==> src/rtl/pipelined_barrel_shifter.sv <==
// Pipelined barrel shifter / rotator with a valid/ready handshake.
//
// Shifts or rotates a WIDTH-bit operand by 0..WIDTH-1 positions. There is one register
// stage per bit of the shift amount, so latency is log2(WIDTH) cycles. The whole pipe
// advances together (no bubble collapsing), which keeps ordering strictly FIFO.
//
// Ports:
//   clk, rst_n          clock (rising edge), asynchronous active-low reset
//   in_valid/in_ready   input handshake; beat accepted when both are high
//   data_in             operand
//   shift_amt           shift/rotate count
//   dir                 0 = left, 1 = right
//   mode                00 logical, 01 arithmetic, 10 rotate, 11 treated as logical
//   tag_in              sideband tag, passed through unmodified
//   out_valid/out_ready output handshake; result transfers when both are high
//   data_out, tag_out   result and its tag
//   out_zero            data_out == 0, registered alongside data_out
module pipelined_barrel_shifter #(
  parameter int unsigned WIDTH = 8,
  parameter int unsigned TAG_W = 4,
  localparam int unsigned SHAMT_W = $clog2(WIDTH)
) (
  input  logic               clk,
  input  logic               rst_n,
  input  logic               in_valid,
  output logic               in_ready,
  input  logic [WIDTH-1:0]   data_in,
  input  logic [SHAMT_W-1:0] shift_amt,
  input  logic               dir,
  input  logic [1:0]         mode,
  input  logic [TAG_W-1:0]   tag_in,
  output logic               out_valid,
  input  logic               out_ready,
  output logic [WIDTH-1:0]   data_out,
  output logic [TAG_W-1:0]   tag_out,
  output logic               out_zero
);

  localparam int unsigned Depth = SHAMT_W;
  localparam int LastStage = int'(SHAMT_W) - 1;

  // Stage registers; index k holds the result after applying shift bit k.
  logic [Depth-1:0]   valid_q;
  logic [WIDTH-1:0]   data_q  [Depth];
  logic [TAG_W-1:0]   tag_q   [Depth];
  logic               dir_q   [Depth];
  logic [1:0]         mode_q  [Depth];
  logic [SHAMT_W-1:0] amt_q   [Depth];
  logic               sign_q  [Depth];
  logic               zero_q;

  // Stage inputs: stage 0 reads the ports, stage k reads the registers of stage k-1.
  logic [Depth-1:0]   st_v;
  logic [WIDTH-1:0]   st_d    [Depth];
  logic [TAG_W-1:0]   st_tag  [Depth];
  logic               st_dir  [Depth];
  logic [1:0]         st_mode [Depth];
  logic [SHAMT_W-1:0] st_amt  [Depth];
  logic               st_sign [Depth];
  logic [WIDTH-1:0]   res     [Depth];

  logic adv;

  // One fixed-distance step. Right arithmetic fills with the sign captured at stage 0;
  // since earlier steps already filled with that sign, the cumulative result is correct.
  function automatic logic [WIDTH-1:0] step(input logic [WIDTH-1:0] d, input int unsigned s,
                                            input logic right, input logic [1:0] md,
                                            input logic sign);
    logic [WIDTH-1:0] r;
    logic [WIDTH-1:0] fill_mask;
    fill_mask = ~({WIDTH{1'b1}} >> s);
    r = right ? (d >> s) : (d << s);
    if (md == 2'b10) begin
      r = right ? (r | (d << (WIDTH - s))) : (r | (d >> (WIDTH - s)));
    end else if (md == 2'b01 && right && sign) begin
      r = r | fill_mask;
    end
    return r;
  endfunction

  assign adv       = !out_valid || out_ready;
  assign in_ready  = adv;
  assign out_valid = valid_q[Depth-1];
  assign data_out  = data_q[Depth-1];
  assign tag_out   = tag_q[Depth-1];
  assign out_zero  = zero_q;

  always_comb begin
    st_v[0]    = in_valid;
    st_d[0]    = data_in;
    st_tag[0]  = tag_in;
    st_dir[0]  = dir;
    st_mode[0] = mode;
    st_amt[0]  = shift_amt;
    st_sign[0] = data_in[WIDTH-1];
    for (int k = 1; k < int'(Depth); k++) begin
      st_v[k]    = valid_q[k-1];
      st_d[k]    = data_q[k-1];
      st_tag[k]  = tag_q[k-1];
      st_dir[k]  = dir_q[k-1];
      st_mode[k] = mode_q[k-1];
      st_amt[k]  = amt_q[k-1];
      st_sign[k] = sign_q[k-1];
    end
    for (int k = 0; k < int'(Depth); k++) begin
      res[k] = st_amt[k][k] ? step(st_d[k], 32'd1 << k, st_dir[k], st_mode[k], st_sign[k])
                            : st_d[k];
    end
  end

  always_ff @(posedge clk or negedge rst_n) begin
    if (!rst_n) begin
      valid_q <= '0;
      zero_q  <= 1'b0;
      for (int k = 0; k < int'(Depth); k++) begin
        data_q[k] <= '0;
        tag_q[k]  <= '0;
        dir_q[k]  <= 1'b0;
        mode_q[k] <= '0;
        amt_q[k]  <= '0;
        sign_q[k] <= 1'b0;
      end
    end else if (adv) begin
      for (int k = 0; k < int'(Depth); k++) begin
        valid_q[k] <= st_v[k];
        // The output stage only loads real results so bubbles never disturb data_out.
        if (k != LastStage || st_v[k]) begin
          data_q[k] <= res[k];
          tag_q[k]  <= st_tag[k];
          dir_q[k]  <= st_dir[k];
          mode_q[k] <= st_mode[k];
          amt_q[k]  <= st_amt[k];
          sign_q[k] <= st_sign[k];
        end
      end
      if (st_v[Depth-1]) begin
        zero_q <= (res[Depth-1] == '0);
      end
    end
  end

endmodule
==> config.mk <==
export PLATFORM = sky130hd
export DESIGN_NAME = pipelined_barrel_shifter
export DESIGN_NICKNAME = d
export VERILOG_FILES = /design/src/rtl/pipelined_barrel_shifter.sv
export SDC_FILE = /design/constraint.sdc
export NUM_CORES = 1
export LEC_CHECK = 0
export BUFFER_PORTS_ARGS = -buffer_cell sky130_fd_sc_hd__buf_4
export CAP_MARGIN = 20
export CORE_MARGIN = 1
export CORE_UTILIZATION = 50
export DETAILED_ROUTE_END_ITERATION = 16
export PLACE_DENSITY = 0.82
export SYNTH_ARGS = -nofsm -noshare
export SYNTH_HDL_FRONTEND = slang
export SYNTH_SLANG_ARGS = --single-unit
==> constraint.sdc <==
create_clock -name clk -period 1.7 [get_ports clk]
set_input_delay 0 -clock clk [delete_from_list [all_inputs] [get_ports clk]]
set_output_delay 0 -clock clk [all_outputs]
set_load 0.02 [all_outputs]
==> reports/results.tsv, run 1 <==
stage	metric	value	unit
worst_hold_path	whs_endpoint	data_q[20]$_DFFE_PN0N_	
placement	place.gp.congestion	0.7203	
die	fp.dieArea	5207	um2
finish	nets	330	
routing	vias	1913	
routing	first_pass_iters	4	
clock_tree	cts.htree.levels	2	
grt	antenna_found_initial	0	
synth	netlist.area_leader.share	51.86	%
die	rows	25	
power_and_ir_drop	p_leak	1.394	nW
finish	drive_above_1_share	17.48	%
grt	grtUsageTotal	19.37	%
routing	drc	0	
die	die_w	72.16	um
synth	ys_warn_count	0	
setup_path	critical_path_required	1940	ps
power_and_ir_drop	powerDensity	1514	nW/um2
timing	relSlewSlack	60.34	%
clock_tree	cts_made_buffers	5	
die	ios	37	
placement	io_buffers	36	
timing	finalSetupViolations	0	
setup_path	critPathArrivalTime	1700	ps
finish	syn_to_final_growth	18.96	%
clock_tree	cts.clk_slew.worst_paths	80	ps
clock_tree	cts_sinks	51	
worst_hold_path	hold_depth	3	
synth	synth_area	2461	um2
placement	hpwl	3.001	mm
setup_path	rr_endpoint	out_zero$_DFFE_PN0P_	
clock_tree	clk_latency	310	ps
synth	synth-seq-area-share	51.86	%
timing	setup_slack	239.7	ps
finish	multiInputGateArea	1032	um2
timing	rsz0062_at_grt	no	
clock_tree	cts_hold_buf	12	
grt	grt_pass1_wl	7.852	mm
grt	grt-ovfl-total	0	
routing	drt-initial-drc-count	123	
finish	antennaDiodeCount	0	
setup_path	rrSetupSlack	240	ps
synth	async_flop_share	100.0	%
routing	wirelength	4.256	mm
timing	period_share	85.90	%
timing	drv_slew	0	
placement	place_ws	240.0	ps
timing	fin_worst_skew	2.070	ps
clock_tree	cts-root-buf	clkbuf_8	
setup_path	worst-path-max-fanout	24	
setup_path	worst_setup_path_end_kind	flop	
synth	synth_ff_type	dfrtp_1	
timing	fmax	684.8	MHz
timing	finalHoldWorstSlack	0.8128	ps
synth	synth_cells	276	
synth	yosys.area.top_type	dfrtp_1	
clock_tree	cts_tree	built	
clock_tree	cts_setup_buffers	0	
routing	detail-route-antenna-nets	0	
power_and_ir_drop	peakVddDrop	0.5168	mV
synth	synth_edf_count	0	
timing	final_hold_viol_count	0	
die	initial_core_util	52.11	%
die	die_y	72.16	um
finish	seqCellArea	1276	um2
flow_run	max-cap-violations	0	
die	core-area	4723	um2
run_status	status	complete, no violations	
routing	routedWlPerCell	11.32	um
synth	synth_nets	298	
setup_path	r2r_cells	6	
setup_path	reg2reg_from	valid_q[2]$_DFFE_PN0N_	
timing	finalCriticalPeriod	1460	ps
worst_hold_path	min_from	data_in[4]	
synth	syn_avg_cell_area	8.917	um2
finish	fillerInstances	401	
timing	worstMarginPinSlew	595.0	ps
setup_path	start_kind	flop	
timing	totalNegativeSetupSlack	0	ps
grt	grt_max_degree	54	
grt	grt_pass1_vias	1879	
routing	avgViaCountPerCell	5.088	
setup_path	critPathKind	reg -> reg	
clock_tree	clock_path_buffers	2	
synth	synth.area.top_cells	dfrtp_1 52%, nand2_1 16%, o21ai_0 7.3%	
synth	ys_types	28	
clock_tree	cts.repair.resized	0	
worst_hold_path	worstHoldPathType	in -> reg	
synth	yosys_register_bits	51	
## flip-flops by register name, summed over array words and instances, names as in the netlist, 3 cells and up
register / count
st_tag: 8
amt_q: 3
data_q: 16
tag_out: 4
mode_q: 4
valid_q: 3
data_out: 8
## worst max path at each step
stage	cells after the start	from	to	slack [ps]
6_report	6	valid_q[2]$_DFFE_PN0N_	out_zero$_DFFE_PN0P_	240
5_1_grt	6	valid_q[2]$_DFFE_PN0N_	out_zero$_DFFE_PN0P_	130
2_1_floorplan	6	valid_q[2]$_DFFE_PN0N_	tag_out[0]$_DFFE_PN0P_	200
4_1_cts	6	valid_q[2]$_DFFE_PN0N_	out_zero$_DFFE_PN0P_	220
3_5_place_dp	6	valid_q[2]$_DFFE_PN0N_	out_zero$_DFFE_PN0P_	240
3_3_place_gp	6	valid_q[2]$_DFFE_PN0N_	out_zero$_DFFE_PN0P_	290
## logic make-up after synthesis
kind of cell	synth area share (%)
and+or+nand+nor	22.12
muxes	6.304
buffers and inverters	6.507
AOI/OAI and AO/OA	13.22
DFF	51.86
## metal layers
metal  vias to the layer above  global-route usage, %  part of all wire (%)
met5                         -                      0                     0
met4                         0                  7.625                   1.7
met3                         6                  4.167                   3.8
met2                        46                  34.99                    50
met1                       892                  22.36                    45
li1                        969                      -                     -
## synthesized netlist by cell type, types with 2 or more instances
cell type  count
nand3b_1       2
mux2_2         4
a21boi_0       5
o21ai_0       36
buf_4         10
o211ai_1       2
a31oi_1        4
nor2_1         3
buf_2          4
nor2b_1        6
nand2_1      106
a21oi_1        3
clkbuf_1       9
dfrtp_1       51
nand4b_1       3
o22ai_1        6
mux2i_1       11
## placed cells by master (no fill, tap or decap), drive strengths merged, types with 3 or more instances in the layout
master / instances
clkbuf: 6
nor2: 3
o21ai: 37
a21oi: 3
nand2b: 3
a21boi: 5
dlygate4sd3: 12
o22ai: 6
mux2i: 11
a31oi: 4
buf: 37
mux2: 4
nor2b: 6
dfrtp: 51
nand2: 107
nand4b: 3
## report_power, final
group / leakage, nW / internal [mW] / total, mW / switching (mW)
Sequential: 0.616 / 1.66 / 2.02 / 0.365
Combinational: 0.717 / 0.701 / 1.55 / 0.849
Clock: 0.0612 / 0.476 / 0.861 / 0.385
Total: 1.39 / 2.83 / 4.43 / 1.60
## final cells by class
cell class	count	share of cell area, %
Tap cell	67	2.863
Clock inverter	2	1.197
Inverter	2	0.6838
Timing Repair Buffer	49	13.59
Multi-Input combinational cell	199	35.26
Clock buffer	6	2.821
Sequential cell	51	43.59
## per-stage QoR
stage | total power [mW] | cells | utilization [%] | cell area, um2
floorplan | 3.213 | 276 | - | 2461
global placement | 3.533 | 356 | 56.95 | 2690
detailed placement | 3.595 | 356 | 56.95 | 2690
CTS | 4.472 | 376 | 61.99 | 2928
global route | 4.786 | 376 | 61.99 | 2928
finish | 4.433 | 376 | 61.99 | 2928
## critical path, stage by stage, from the launching register on
cell	delay [ps]
dfrtp_1	390
nor2b_4	150
clkinv_8	100
nand2_4	140
a311o_1	310
nand4b_1	170
o21ai_1	130
Note: power is estimated with default switching activity, not from simulation.
==> run 2, diff against run 1 <==
--- a/config.mk
+++ b/config.mk
@@ -7,6 +7,7 @@
 export LEC_CHECK = 0
 export BUFFER_PORTS_ARGS = -buffer_cell sky130_fd_sc_hd__buf_4
 export CAP_MARGIN = 20
+export CORE_ASPECT_RATIO = 0.6
 export CORE_MARGIN = 1
 export CORE_UTILIZATION = 50
 export DETAILED_ROUTE_END_ITERATION = 16
==> reports/results.tsv, run 2 (synthesis results as in run 1) <==
stage	metric	value	unit	change
power_and_ir_drop	p_leak	1.378	nW	was 1.394 nW
timing	finalSetupViolations	0		unchanged
setup_path	critPathArrivalTime	1750	ps	was 1700 ps
routing	maxUsedRoutingLayer	met4		unchanged
finish	antennaDiodeCount	0		unchanged
timing	setup_slack	189.2	ps	was 239.7 ps
die	rows	19		was 25
die	die_w	92.58	um	was 72.16 um
timing	fmax	661.9	MHz	was 684.8 MHz
grt	grt_pass1_vias	1782		was 1879
setup_path	r2r_cells	6		unchanged
clock_tree	cts_made_buffers	5		unchanged
clock_tree	cts_setup_buffers	0		unchanged
die	initial_core_util	52.82	%	was 52.11%
routing	routedWlPerCell	13.39	um	was 11.32 um
clock_tree	cts.htree.levels	2		unchanged
placement	hpwl	3.334	mm	was 3.001 mm
placement	place.gp.congestion	0.7590		was 0.7203
clock_tree	cts_tree	built		unchanged
finish	nets	331		was 330
routing	wirelength	4.996	mm	was 4.256 mm
finish	mostFrequentLayoutCells	106 x nand2_1, 51 x dfrtp_1, 37 x buf_4		unchanged
finish	fillerInstances	410		was 401
clock_tree	cts-root-buf	clkbuf_8		unchanged
setup_path	critPathKind	reg -> reg		unchanged
finish	final_common_cell	nand2_1		unchanged
setup_path	worstSetupStartpoint	valid_q[2]$_DFFE_PN0N_		unchanged
finish	syn_to_final_growth	18.15	%	was 18.96%
flow_run	max-cap-violations	0		unchanged
die	core-area	4659	um2	was 4723 um2
clock_tree	cts_sinks	51		unchanged
routing	vias	1951		was 1913
timing	finalHoldWorstSlack	18.08	ps	was 0.8128 ps
routing	wl_met2	2.233	mm	was 2.122 mm
routing	detail-route-antenna-nets	0		unchanged
routing	met1Wirelength	2.496	mm	was 1.900 mm
timing	worstMarginPinSlew	625.6	ps	was 595.0 ps
worst_hold_path	worstHoldPathType	in -> reg		unchanged
grt	grt_pass1_wl	8.556	mm	was 7.852 mm
finish	largest_reg_flops	16		unchanged
routing	drt-initial-drc-count	187		was 123
setup_path	worst-path-max-fanout	24		unchanged
setup_path	worst_setup_path_end_kind	flop		unchanged
setup_path	reg2reg_from	valid_q[2]$_DFFE_PN0N_		unchanged
timing	fin_worst_skew	6.869	ps	was 2.070 ps
clock_tree	cts.clk_slew.worst_paths	100	ps	was 80 ps
finish	multiInputGateArea	1032	um2	unchanged
setup_path	rr_endpoint	out_zero$_DFFE_PN0P_		unchanged
die	ios	37		unchanged
grt	grt_max_degree	54		unchanged
die	die_y	56.35	um	was 72.16 um
timing	final_hold_viol_count	0		unchanged
grt	grtUsageTotal	21.21	%	was 19.37%
timing	finalCriticalPeriod	1511	ps	was 1460 ps
placement	place_ws	214.3	ps	was 240.0 ps
run_status	status	complete, no violations		unchanged
setup_path	start_kind	flop		unchanged
routing	avgViaCountPerCell	5.231		was 5.088
routing	wl_met3	215	um	was 162 um
routing	first_pass_iters	4		unchanged
power_and_ir_drop	powerDensity	1502	nW/um2	was 1514 nW/um2
timing	relSlewSlack	58.30	%	was 60.34%
clock_tree	clock_path_buffers	2		unchanged
setup_path	cp-endpoint	out_zero$_DFFE_PN0P_		unchanged
timing	rsz0062_at_grt	no		unchanged
setup_path	critical_path_required	1940	ps	about the same
power_and_ir_drop	peakVddDrop	0.7979	mV	was 0.5168 mV
die	fp.dieArea	5216	um2	was 5207 um2
grt	grt-ovfl-total	0		unchanged
finish	top_register	data_q		unchanged
timing	period_share	88.87	%	was 85.90%
timing	totalNegativeSetupSlack	0	ps	unchanged
timing	drv_slew	0		unchanged
finish	seqCellArea	1276	um2	unchanged
routing	drc	0		unchanged
finish	drive_above_1_share	17.42	%	was 17.48%
setup_path	rrSetupSlack	190	ps	was 240 ps
placement	io_buffers	36		unchanged
grt	antenna_found_initial	0		unchanged
clock_tree	clk_latency	310	ps	about the same
power_and_ir_drop	power	4.367	mW	was 4.433 mW
-- run 2: report_power, final --
group          total [mW]  switching (mW)  internal [mW]
clock               0.723           0.428          0.295
combinational        1.58           0.877          0.702
sequential           2.06           0.408           1.66
-- run 2: metrics by stage --
step,utilization [%],cells,area (um2)
detailed placement,57.63,352,2685
global placement,57.63,352,2685
global route,62.41,373,2908
CTS,62.41,373,2908
floorplan,-,276,2461
finish,62.41,373,2908
-- run 2: worst max-delay path, cell delays in order, from the launching register on --
cell and delay, ps:
dfrtp_1 400, nor2b_4 150, clkinv_8 100, nand2_4 140, a311o_1 310, nand4b_1 180, o21ai_1 150
-- run 2: worst min path at each step --
stage | from | end | slack [ps] | cells after the start
after CTS | data_in[1] | data_q[17]$_DFFE_PN0N_ | 10 | 3
after floorplan | rst_n | amt_q[5]$_DFFE_PN0N_ | -300 | 0
final | data_in[1] | data_q[17]$_DFFE_PN0N_ | 20 | 3
after global placement | rst_n | data_out[2]$_DFFE_PN0P_ | 60 | 1
after global routing | data_in[1] | data_q[17]$_DFFE_PN0N_ | 20 | 3
after detailed placement | rst_n | data_out[0]$_DFFE_PN0P_ | 60 | 1
-- run 2: layout make-up --
cell class              instances  area share (%)
flip-flops and latches         51           43.89
repair buffers                 50           14.03
inverters                       2          0.6885
multi-input cells             199           35.50
well taps                      63           2.711
clock buffers                   5           2.367
clock inverters                 3          0.8176
-- run 2: repair_timing --
| action | in CTS | in global routing |
|---|---|---|
| hold endpoints to repair | 63 | 0 |
| gates resized for setup | 0 | 0 |
| hold buffers | 13 | 0 |
-- run 2: metal layers --
| metal | global-route usage [%] | up-vias |
|---|---|---|
| li1 | - | 977 |
| met1 | 32.14 | 920 |
| met2 | 30.16 | 49 |
| met3 | 4.201 | 5 |
| met4 | 7.589 | 0 |
| met5 | 0 | - |
==> run 3, diff against run 2 <==
==> constraint.sdc (replaced) <==
create_clock -name clk -period 1.4 [get_ports clk]
set_input_delay 0 -clock clk [delete_from_list [all_inputs] [get_ports clk]]
set_output_delay 0 -clock clk [all_outputs]
set_load 0.02 [all_outputs]
==> reports/results.tsv, run 3 (synthesis results as in run 1) <==
stage	metric	value	unit	change
power_and_ir_drop	clkPwrFrac	16.1	%	was 16.6%
grt	grt_pass1_wl	8.687	mm	was 8.556 mm
routing	detail-route-antenna-nets	0		unchanged
finish	post-route-util	63.64	%	was 62.41%
clock_tree	cts-root-buf	clkbuf_8		unchanged
power_and_ir_drop	power_frac_comb	38.7	%	was 36.2%
routing	wl_met3	286	um	was 215 um
routing	drt-initial-drc-count	140		was 187
power_and_ir_drop	p_leak	1.420	nW	was 1.378 nW
finish	seqCellArea	1279	um2	was 1276 um2
timing	finalCriticalPeriod	1406	ps	was 1511 ps
setup_path	critPathArrivalTime	1640	ps	was 1750 ps
worst_hold_path	worstHoldPathType	in -> reg		unchanged
timing	rsz0062_at_grt	yes		was no
timing	drv_slew	0		unchanged
grt	grt_max_degree	54		unchanged
finish	multiInputGateArea	1040	um2	was 1032 um2
timing	totalNegativeSetupSlack	-5.915	ps	was 0 ps
timing	relSlewSlack	58.33	%	was 58.30%
setup_path	start_kind	flop		unchanged
clock_tree	clock_path_buffers	2		unchanged
grt	grt-ovfl-total	0		unchanged
timing	finalSetupViolations	1		was 0
die	fp.dieArea	5216	um2	unchanged
finish	antennaDiodeCount	0		unchanged
power_and_ir_drop	net-switching-power	2.068	mW	was 1.713 mW
routing	met1Wirelength	2.456	mm	was 2.496 mm
setup_path	critical_path_required	1640	ps	was 1940 ps
routing	maxUsedRoutingLayer	met4		unchanged
power_and_ir_drop	peakVddDrop	0.8954	mV	was 0.7979 mV
placement	place_ws	9.993	ps	was 214.3 ps
finish	fillerInstances	393		was 410
timing	fmax	711.3	MHz	was 661.9 MHz
die	ios	37		unchanged
setup_path	worst_setup_path_end_kind	flop		unchanged
placement	place.gp.congestion	0.8140		was 0.7590
routing	routedWlPerCell	13.48	um	was 13.39 um
die	core-area	4659	um2	unchanged
setup_path	worst-path-max-fanout	5		was 24
power_and_ir_drop	seq_power_share	45.2	%	was 47.3%
placement	place_area	2736	um2	was 2685 um2
timing	period_share	100.4	%	was 88.87%
power_and_ir_drop	powerDensity	1836	nW/um2	was 1502 nW/um2
routing	wirelength	5.094	mm	was 4.996 mm
power_and_ir_drop	p_int	3.375	mW	was 2.654 mW
routing	drc	0		unchanged
finish	syn_to_final_growth	20.49	%	was 18.15%
placement	io_buffers	36		unchanged
finish	mostFrequentLayoutCells	106 x nand2_1, 49 x dfrtp_1, 42 x buf_4		was 106 x nand2_1, 51 x dfrtp_1, 37 x buf_4
setup_path	critPathKind	reg -> reg		unchanged
routing	wl_met2	2.309	mm	was 2.233 mm
grt	grt_pass1_vias	1872		was 1782
grt	grtUsageTotal	21.91	%	was 21.21%
power_and_ir_drop	switching_share	38.00	%	was 39.22%
die	die_w	92.58	um	unchanged
placement	hpwl	3.471	mm	was 3.334 mm
timing	fin_worst_skew	8.563	ps	was 6.869 ps
power_and_ir_drop	power	5.443	mW	was 4.367 mW
die	initial_core_util	52.82	%	unchanged
clock_tree	cts.htree.levels	2		unchanged
run_status	status	finished with violations		was complete, no violations
finish	finalInstanceArea	2965	um2	was 2908 um2
timing	setup_slack	-5.915	ps	was 189.2 ps
timing	worstMarginPinSlew	625.1	ps	was 625.6 ps
clock_tree	cts_sinks	51		unchanged
die	rows	19		unchanged
finish	final_common_cell	nand2_1		unchanged
routing	first_pass_iters	4		unchanged
finish	drive_above_1_share	20.00	%	was 17.42%
finish	top_register	data_q		unchanged
finish	largest_reg_flops	16		unchanged
die	die_y	56.35	um	unchanged
clock_tree	clk_latency	310	ps	about the same
finish	nets	336		was 331
clock_tree	cts.clk_slew.worst_paths	90	ps	was 100 ps
grt	antenna_found_initial	0		unchanged
clock_tree	cts_made_buffers	5		unchanged
timing	final_hold_viol_count	0		unchanged
routing	vias	1937		was 1951
flow_run	max-cap-violations	0		unchanged
run_status	violations	negative setup slack		
routing	avgViaCountPerCell	5.124		was 5.231
clock_tree	cts_tree	built		unchanged
run 3: changes by cell type in the layout (fill, tap and decap cells not counted), moves of 2 or more:
cell           delta
buf_4             +5
clkinvlp_4        -2
dfrtp_1           -2
dfrtp_2           +2
dlygate4sd3_1     -2
run 3: worst paths after layout:
path	start	end	slack, ps	cells past startpoint
setup reg to reg	mode_q[3]$_DFFE_PN0N_	out_zero$_DFFE_PN0P_	-6	5
setup / recovery	mode_q[3]$_DFFE_PN0N_	out_zero$_DFFE_PN0P_	-6	5
max in group asynchronous	rst_n	dir_q[1]$_DFFE_PN0N_	700	2
hold reg to reg	st_tag[1]$_DFFE_PN0N_	st_tag[1]$_DFFE_PN0N_	470	2
hold / removal	dir	dir_q[2]$_DFFE_PN0N_	4	3
min in group asynchronous	rst_n	data_out[0]$_DFFE_PN0P_	240	2
run 3: metal layers:
metal,vias to the layer above,track usage (%)
li1,981,-
met1,897,30.45
met2,54,34.50
met3,5,5.149
met4,0,6.250
met5,-,0
run 3: power groups by stage:
stage / sequential (mW) / clock, mW / combinational [mW]
floorplan: 2.42 / 0 / 1.50
global placement: 2.45 / 0 / 1.97
detailed placement: 2.48 / 0 / 2.02
CTS: 2.46 / 0.886 / 2.10
global route: 2.53 / 0.956 / 2.37
finish: 2.46 / 0.875 / 2.11
run 3: repair_timing:
action | CTS | global route
endpoints found under the hold margin | 61 | 0
buffers inserted | 1 | 1
hold buffers | 11 | 0
gates cloned | 0 | 0
resized for setup | 2 | 2
endpoints found under the setup margin | 1 | 29
run 3: per-stage QoR:
stage,cells,hold WS [ps]
global route,378,22.72
CTS,377,1.479
finish,378,3.664
detailed placement,357,63.87
floorplan,276,-295.6
global placement,357,60.92
run 3: worst max-delay path, stage by stage (launching register included):
cell	delay (ps)
dfrtp_1	440
nand2b_4	120
nand2b_4	70
a311o_1	380
nand4b_1	190
o21ai_1	140
run 3: cell type report:
type                    count  share of cell area [%]
clock buffers               7                   2.911
flip-flops and latches     51                   43.12
multi-input cells         199                   35.06
repair buffers             55                   15.40
clock inverters             1                  0.1688
inverters                   2                  0.6751
well taps                  63                   2.658
